File: src/rtl/i2c_shift_register_param.sv
// i2c_shift_register_param: WIDTH-bit I2C serial/parallel shift register with ShiftClock edge detect and word tracking.
// Optional macro I2C_SHIFT_SYNC_EN adds two-flop synchronizers on ShiftClock and ShiftIn.
module i2c_shift_register_param #(
    parameter int WIDTH = 8,
    parameter bit MSB_FIRST = 1'b1,
    localparam int CW = $clog2(WIDTH)
) (
    input  logic             CLOCK,
    input  logic             Reset,
    input  logic             WriteLoad,
    input  logic [WIDTH-1:0] SentData,
    input  logic             ShiftIn,
    input  logic             ShiftorHold,
    input  logic             ShiftClock,
    output logic [WIDTH-1:0] ReceivedData,
    output logic             ShiftOut,
    output logic [CW-1:0]    BitCount,
    output logic             WordDone
);
    logic [WIDTH-1:0] shiftReg;
    logic [WIDTH-1:0] shifted;
    logic             sclkPrev;
    logic             sclkEff;
    logic             sinEff;
    logic             rise;
    logic             lastBit;

`ifdef I2C_SHIFT_SYNC_EN
    logic [1:0] sclkSync;
    logic [1:0] sinSync;

    // Both inputs go through equal-depth synchronizers so the sampled data bit lines up with the detected edge.
    always_ff @(posedge CLOCK or posedge Reset) begin
        if (Reset) begin
            sclkSync <= 2'b11;
            sinSync  <= 2'b00;
        end else begin
            sclkSync <= {sclkSync[0], ShiftClock};
            sinSync  <= {sinSync[0], ShiftIn};
        end
    end

    assign sclkEff = sclkSync[1];
    assign sinEff  = sinSync[1];
`else
    assign sclkEff = ShiftClock;
    assign sinEff  = ShiftIn;
`endif

    // Rising-edge detect on the slow clock, last-bit detect, and the shifted word in the chosen bit order.
    always_comb begin
        rise    = sclkEff & ~sclkPrev;
        lastBit = BitCount == CW'(WIDTH - 1);
        shifted = MSB_FIRST ? {shiftReg[WIDTH-2:0], sinEff} : {sinEff, shiftReg[WIDTH-1:1]};
    end

    // Load beats shift beats hold; sclkPrev resets high so a ShiftClock already high at release is not an edge.
    always_ff @(posedge CLOCK or posedge Reset) begin
        if (Reset) begin
            shiftReg <= '0;
            BitCount <= '0;
            WordDone <= 1'b0;
            sclkPrev <= 1'b1;
        end else begin
            sclkPrev <= sclkEff;
            WordDone <= 1'b0;
            if (WriteLoad) begin
                shiftReg <= SentData;
                BitCount <= '0;
            end else if (rise && ShiftorHold) begin
                shiftReg <= shifted;
                BitCount <= lastBit ? '0 : BitCount + CW'(1);
                WordDone <= lastBit;
            end
        end
    end

    assign ReceivedData = shiftReg;
    assign ShiftOut     = MSB_FIRST ? shiftReg[WIDTH-1] : shiftReg[0];
endmodule

File: config.mk
export PLATFORM = sky130hd
export DESIGN_NAME = i2c_shift_register_param
export DESIGN_NICKNAME = d
export VERILOG_FILES = /design/src/rtl/i2c_shift_register_param.sv
export SDC_FILE = /design/constraint.sdc
export NUM_CORES = 1
export LEC_CHECK = 0
export CAP_MARGIN = 20
export CORE_UTILIZATION = 40
export DETAILED_ROUTE_END_ITERATION = 8
export PLACE_DENSITY = 0.75
export SETUP_SLACK_MARGIN = 0.05
export SYNTH_ARGS = -nofsm -noshare
export SYNTH_HDL_FRONTEND = slang
export SYNTH_SLANG_ARGS = --single-unit
File: constraint.sdc
create_clock -name CLOCK -period 1.6 [get_ports CLOCK]
set_input_delay 0.4 -clock CLOCK [delete_from_list [all_inputs] [get_ports CLOCK]]
set_output_delay 0.4 -clock CLOCK [all_outputs]
set_load 0.005 [all_outputs]
==> flow_summary.toml, run 1 <==
[outcome]
status = "finished clean"

[sta]
period_minus_slack_ps = 1570
post-route-period-util = 0.979
hold_violations = 0
finalSetupTns_ps = 0
worst_slew_pin_slew_ps = 489
max_freq_mhz = 639
grt_setup_unrepaired = "true"
clock-skew-final_ps = 2.15
whs_ps = 443
slew_headroom = 0.673
drv_slew = 0
setup_viol_count_final = 0

[route]
vias_per_cell = 5.18
routed_wl_mm = 1.48
highest_layer = "met4"
vias = 616
dr.first_iter.drc_count = 6
postRouteAntennaNets = 0
wire_per_inst_um = 12.4
met2WireLength_um = 771
drtPass1Iterations = 4
met1_length_um = 594
drc = 0
dr_wl_met3_um = 75

[worst_setup_path]
cp_max_fo = 2
critPathCaptureType = "primary output"
critPathKind = "flop to primary output"
critPathMaxStageDelay_ps = 530
worstPathRequired_ps = 1200
path_cells = "clkdlybuf4s50_1"
cp.arrival_ps = 1170
cpLargestDelayFamily = "buffers and inverters"
cpMaxStageDelayCell = "clkdlybuf4s50_1"
critPathBufInv = 1
cp-start-kind = "flop"

[pwr]
powerDensity_nw_per_um2 = 730
peakVddDrop_mv = 0.437
p_leak_nw = 0.548

[floorplanning]
fp.dieH_um = 41.5
io_pins = 27
die-area_um2 = 1720
die_w_um = 41.5
placementRows = 13
placeableCoreArea_um2 = 1380
start_util = 0.452

[cts]
cts_buffer_depth = 2
cts_tree = "done"
cts-root-buf = "clkbuf_4"
ctsHtreeMaxLevel = 1
clk_latency_ps = 270
cts_sinks = 13
path_clk_slew_ps = 80
cts_buffers = 3

[grt]
antenna_found_initial = 0
grt_max_degree = 21
grt-ovfl-total = 0
grtUsageTotal = 0.183
grt_pass1_vias = 616
grt_first_pass_wirelength_mm = 2.42

[logic_synthesis]
synth_flop_cell = "dfrtp_1"
synth_area_um2 = 624
synth_edf_count = 0
syn_inst = 65
ys_seq_area_frac = 0.523
yosys.cell_count.top_type = "a21oi_1"
synth_top_area_cell = "dfrtp_1"
syn_avg_cell_area_um2 = 9.61
yosys_warnings = 0
synth_common_cells = "a21oi_1, nand2_1, dfrtp_1"
synth_area_leaders = "dfrtp_1, a21oi_1, nor2b_1"
synth_seq_cells = 13
ys_async_sr_fraction = 1.00
syn_nets = 81
synth_cell_type_count = 15
synth_top_area_share = 0.481

[placement]
dp_hpwl_um = 906
place_area_um2 = 906
dp.cells = 104
place_congestion = 0.667
port-buffer-count = 26

[finish]
layout.nets = 121
layout-drive-gt1-share = 0.183
stdcell_area_um2 = 1020
utilization = 0.741
n_antenna_cell = 0
syn_to_final_growth_pct = 64.1
fin_cells = 119

[run]
cap_violations = 0

[worst_hold_path]
hold_path_class = "primary input to async pin"
## flip-flops by register name, summed over array words and instances (netlist names)
signal        flops
WordDone          1
BitCount          3
sclkPrev          1
ReceivedData      8
## final cells by class
| class | count | area (um2) |
|---|---|---|
| timing repair buffer | 40 | 388 |
| fill | 116 | 358 |
| sequential | 13 | 327 |
| multi-input combinational | 46 | 262 |
| clock buffer | 4 | 26.3 |
| tap | 15 | 18.8 |
| inverter | 1 | 3.75 |
## layer usage
layer | vias up | GRT usage
met3 | 6 | 0.0391
met5 | - | 0
li1 | 294 | -
met2 | 22 | 0.319
met1 | 294 | 0.206
met4 | 0 | 0.0968
## through the flow
| stage | power [mW] | setup slack [ps] |
|---|---|---|
| detailed placement | 0.530 | 9.66 |
| global route | 0.784 | -14.1 |
| finish | 0.748 | 34.2 |
| CTS | 0.748 | 55.0 |
| floorplan | 0.435 | 320 |
| global placement | 0.529 | 17.4 |
## cells by family after synthesis
group,after synthesis,share of synthesized area
adders and majority gates,2,0.0401
DFF,13,0.523
buffers and inverters,6,0.0581
and+or+nand+nor,25,0.226
AOI/OAI and AO/OA,19,0.152
## cell usage in the layout (no fill, tap or decap), drive strengths merged
cell / instances
a21oi: 19
and3b: 1
buf: 14
clkbuf: 4
clkdlybuf4s50: 16
dfrtp: 12
dfstp: 1
dlygate4sd2: 4
dlymetal6s2s: 6
ha: 2
inv: 1
nand2: 13
nand3b: 1
nor2b: 8
nor3b: 1
or3: 1
## power by group
part	switching [mW]	internal (mW)
logic	0.0663	0.110
clock network	0.110	0.0966
registers	0.0128	0.352
total	0.189	0.559
## path summary, 6_finish.rpt
path / from / end / slack [ps] / cells after the start
max in group asynchronous: Reset / sclkPrev / 800 / 2
worst min-delay path: Reset / ReceivedData[3] / 440 / 2
worst min register to register: ReceivedData[0] / ReceivedData[0] / 540 / 2
min in group CLOCK: ReceivedData[0] / ReceivedData[0] / 540 / 2
worst max register to register: BitCount[0] / BitCount[0] / 150 / 5
worst max-delay path: BitCount[2] / BitCount[2] / 30 / 1
## what timing repair did
| action | in CTS | in global routing |
|---|---|---|
| cloned | 0 | 0 |
| pin swaps | 0 | 0 |
| gates resized for setup | 4 | 6 |
| setup buffers | 8 | 3 |
| hold buffers | 0 | 0 |
| setup endpoints to repair | 11 | 8 |
No activity file was read; power rests on OpenSTA's default activity.
==> run 2: changes to the inputs <==
--- a/config.mk
+++ b/config.mk
@@ -7,6 +7,7 @@
 export LEC_CHECK = 0
 export CAP_MARGIN = 20
 export CORE_UTILIZATION = 40
+export CTS_CLUSTER_DIAMETER = 30
 export DETAILED_ROUTE_END_ITERATION = 8
 export PLACE_DENSITY = 0.75
 export SETUP_SLACK_MARGIN = 0.05
==> results of run 2 <==
Same layout as run 1: the final DEF is identical, and so are final timing and power.
==> run 3: changes to the inputs <==
--- a/config.mk
+++ b/config.mk
@@ -6,6 +6,7 @@
 export NUM_CORES = 1
 export LEC_CHECK = 0
 export CAP_MARGIN = 20
+export CORE_MARGIN = 2
 export CORE_UTILIZATION = 40
 export CTS_CLUSTER_DIAMETER = 30
 export DETAILED_ROUTE_END_ITERATION = 8
==> run 3 against run 2 <==
  * Final cell count is 0.84% higher
  * Combinational power is 3% lower
  * Final area is 0.37% higher
  * First-iteration DRC count is 33% higher
  * Global-route usage is 3.2 points lower
  * Critical path type unchanged
  * Critical endpoint is now ReceivedData[6]
  * Setup slack better by 43 ps
==> flow_summary.toml, run 3 (synthesized netlist as in run 1, its figures left out) <==
[route]
dr.first_iter.drc_count = 8
routed_wl_mm = 1.32
wire_per_inst_um = 11.0
vias_per_cell = 4.73
drtPass1Iterations = 3
drc = 0
postRouteAntennaNets = 0
vias = 567

[cts]
cts_hold_buf = 0
cts_buffer_depth = 2
clk_latency_ps = 280
cts_tree = "done"
path_clk_slew_ps = 80
cts_sinks = 13
ctsHtreeMaxLevel = 1
cts-root-buf = "clkbuf_4"
cts_buffers = 3

[finish]
nFillCells = 128
layout.nets = 121
ff_latch_area_um2 = 327
n_antenna_cell = 0
multi_input_area_um2 = 262
utilization = 0.691
final_common_cell = "a21oi_1"
most-common-layout-cells = "a21oi_1, clkdlybuf4s50_1, nand2_1, buf_4, dfrtp_1"
largest_reg_flops = 8
layout-drive-gt1-share = 0.183
syn_to_final_growth_pct = 64.7

[pwr]
peakVddDrop_mv = 0.560
total_power_uw = 743
p_leak_nw = 0.568
powerDensity_nw_per_um2 = 722

[worst_setup_path]
worstPathRequired_ps = 1200
critPathMaxStageDelay_ps = 500
rr_worst_depth = 5
path_cells = "clkdlybuf4s50_1"
cp.arrival_ps = 1120
cp_max_fo = 2
cp-start-kind = "flop"
r2r_end = "BitCount[0]"
cpMaxStageDelayCell = "clkdlybuf4s50_1"
r2r_slack_ps = 150
cpLargestDelayFamily = "buffers and inverters"
critPathBufInv = 1
rr_startpoint = "BitCount[0]"
critPathKind = "flop to primary output"
critPathCaptureType = "primary output"
setup.worst_path.start = "ReceivedData[6]"

[worst_hold_path]
hold_path_class = "primary input to async pin"

[grt]
grt_max_degree = 21
grtUsageTotal = 0.151
grt_pass1_vias = 488
antenna_found_initial = 0
grt_first_pass_wirelength_mm = 2.04
grt-ovfl-total = 0

[sta]
grt_setup_unrepaired = "false"
clock-skew-final_ps = 3.41
hold_violations = 0
whs_ps = 435
setup_viol_count_final = 0
period_minus_slack_ps = 1520
finalSetupTns_ps = 0
max_freq_mhz = 657
slew_headroom = 0.675
setup_ws_ps = 77.1
drv_slew = 0
post-route-period-util = 0.952
worst_slew_pin_slew_ps = 488

[floorplanning]
io_pins = 27
die-area_um2 = 1890
start_util = 0.419
placeableCoreArea_um2 = 1490
fp.dieH_um = 43.5
die_w_um = 43.5
placementRows = 14

[run]
cap_violations = 0

[placement]
place_congestion = 0.715
port-buffer-count = 26
dpl_worst_slack_ps = -18.5
dp_hpwl_um = 911

[outcome]
status = "finished clean"
[run 3: cell types whose count changed in the layout (fill, tap and decap cells not counted), sizes merged]
| cell | delta |
|---|---|
| dlymetal6s2s | +1 |
| clkdlybuf4s50 | -1 |
[run 3: metal layers]
layer | track usage | part of all wire
met1 | 0.196 | 0.45
met2 | 0.218 | 0.46
met3 | 0.0250 | 0.065
met4 | 0.127 | 0.033
met5 | 0 | 0
[run 3: per-stage QoR]
step                      area, um2  instances
final                          1030        120
after global routing           1030        120
after CTS                       996        118
after detailed placement        915        106
after global placement          915        106
after floorplan                 624         65
[run 3: what timing repair did]
item | in CTS | in global routing
endpoints found under the setup margin | 12 | 7
resized for setup | 4 | 7
hold endpoints to repair | 0 | 0
setup buffers | 8 | 2
[run 3: power by group]
group          switching [mW]  total, mW  internal (mW)
Clock                   0.110      0.206         0.0967
Sequential             0.0136      0.366          0.353
Combinational          0.0619      0.170          0.108
[run 3: area by class of cell]
type                            count  share of cell area
Inverter                            1             0.00365
Timing Repair Buffer               40               0.380
Tap cell                           16              0.0195
Multi-Input combinational cell     46               0.254
Sequential cell                    13               0.318
Clock buffer                        4              0.0255
[run 3: worst max-delay path by stage]
| stage | end | slack [ps] | depth (start not counted) |
|---|---|---|---|
| 4_1_cts | ReceivedData[0] | 50 | 1 |
| 2_1_floorplan | BitCount[0] | 320 | 4 |
| 5_1_grt | ReceivedData[6] | 60 | 1 |
| 6_report | ReceivedData[6] | 80 | 1 |
| 3_3_place_gp | ReceivedData[4] | 2 | 5 |
| 3_5_place_dp | ReceivedData[4] | -20 | 5 |
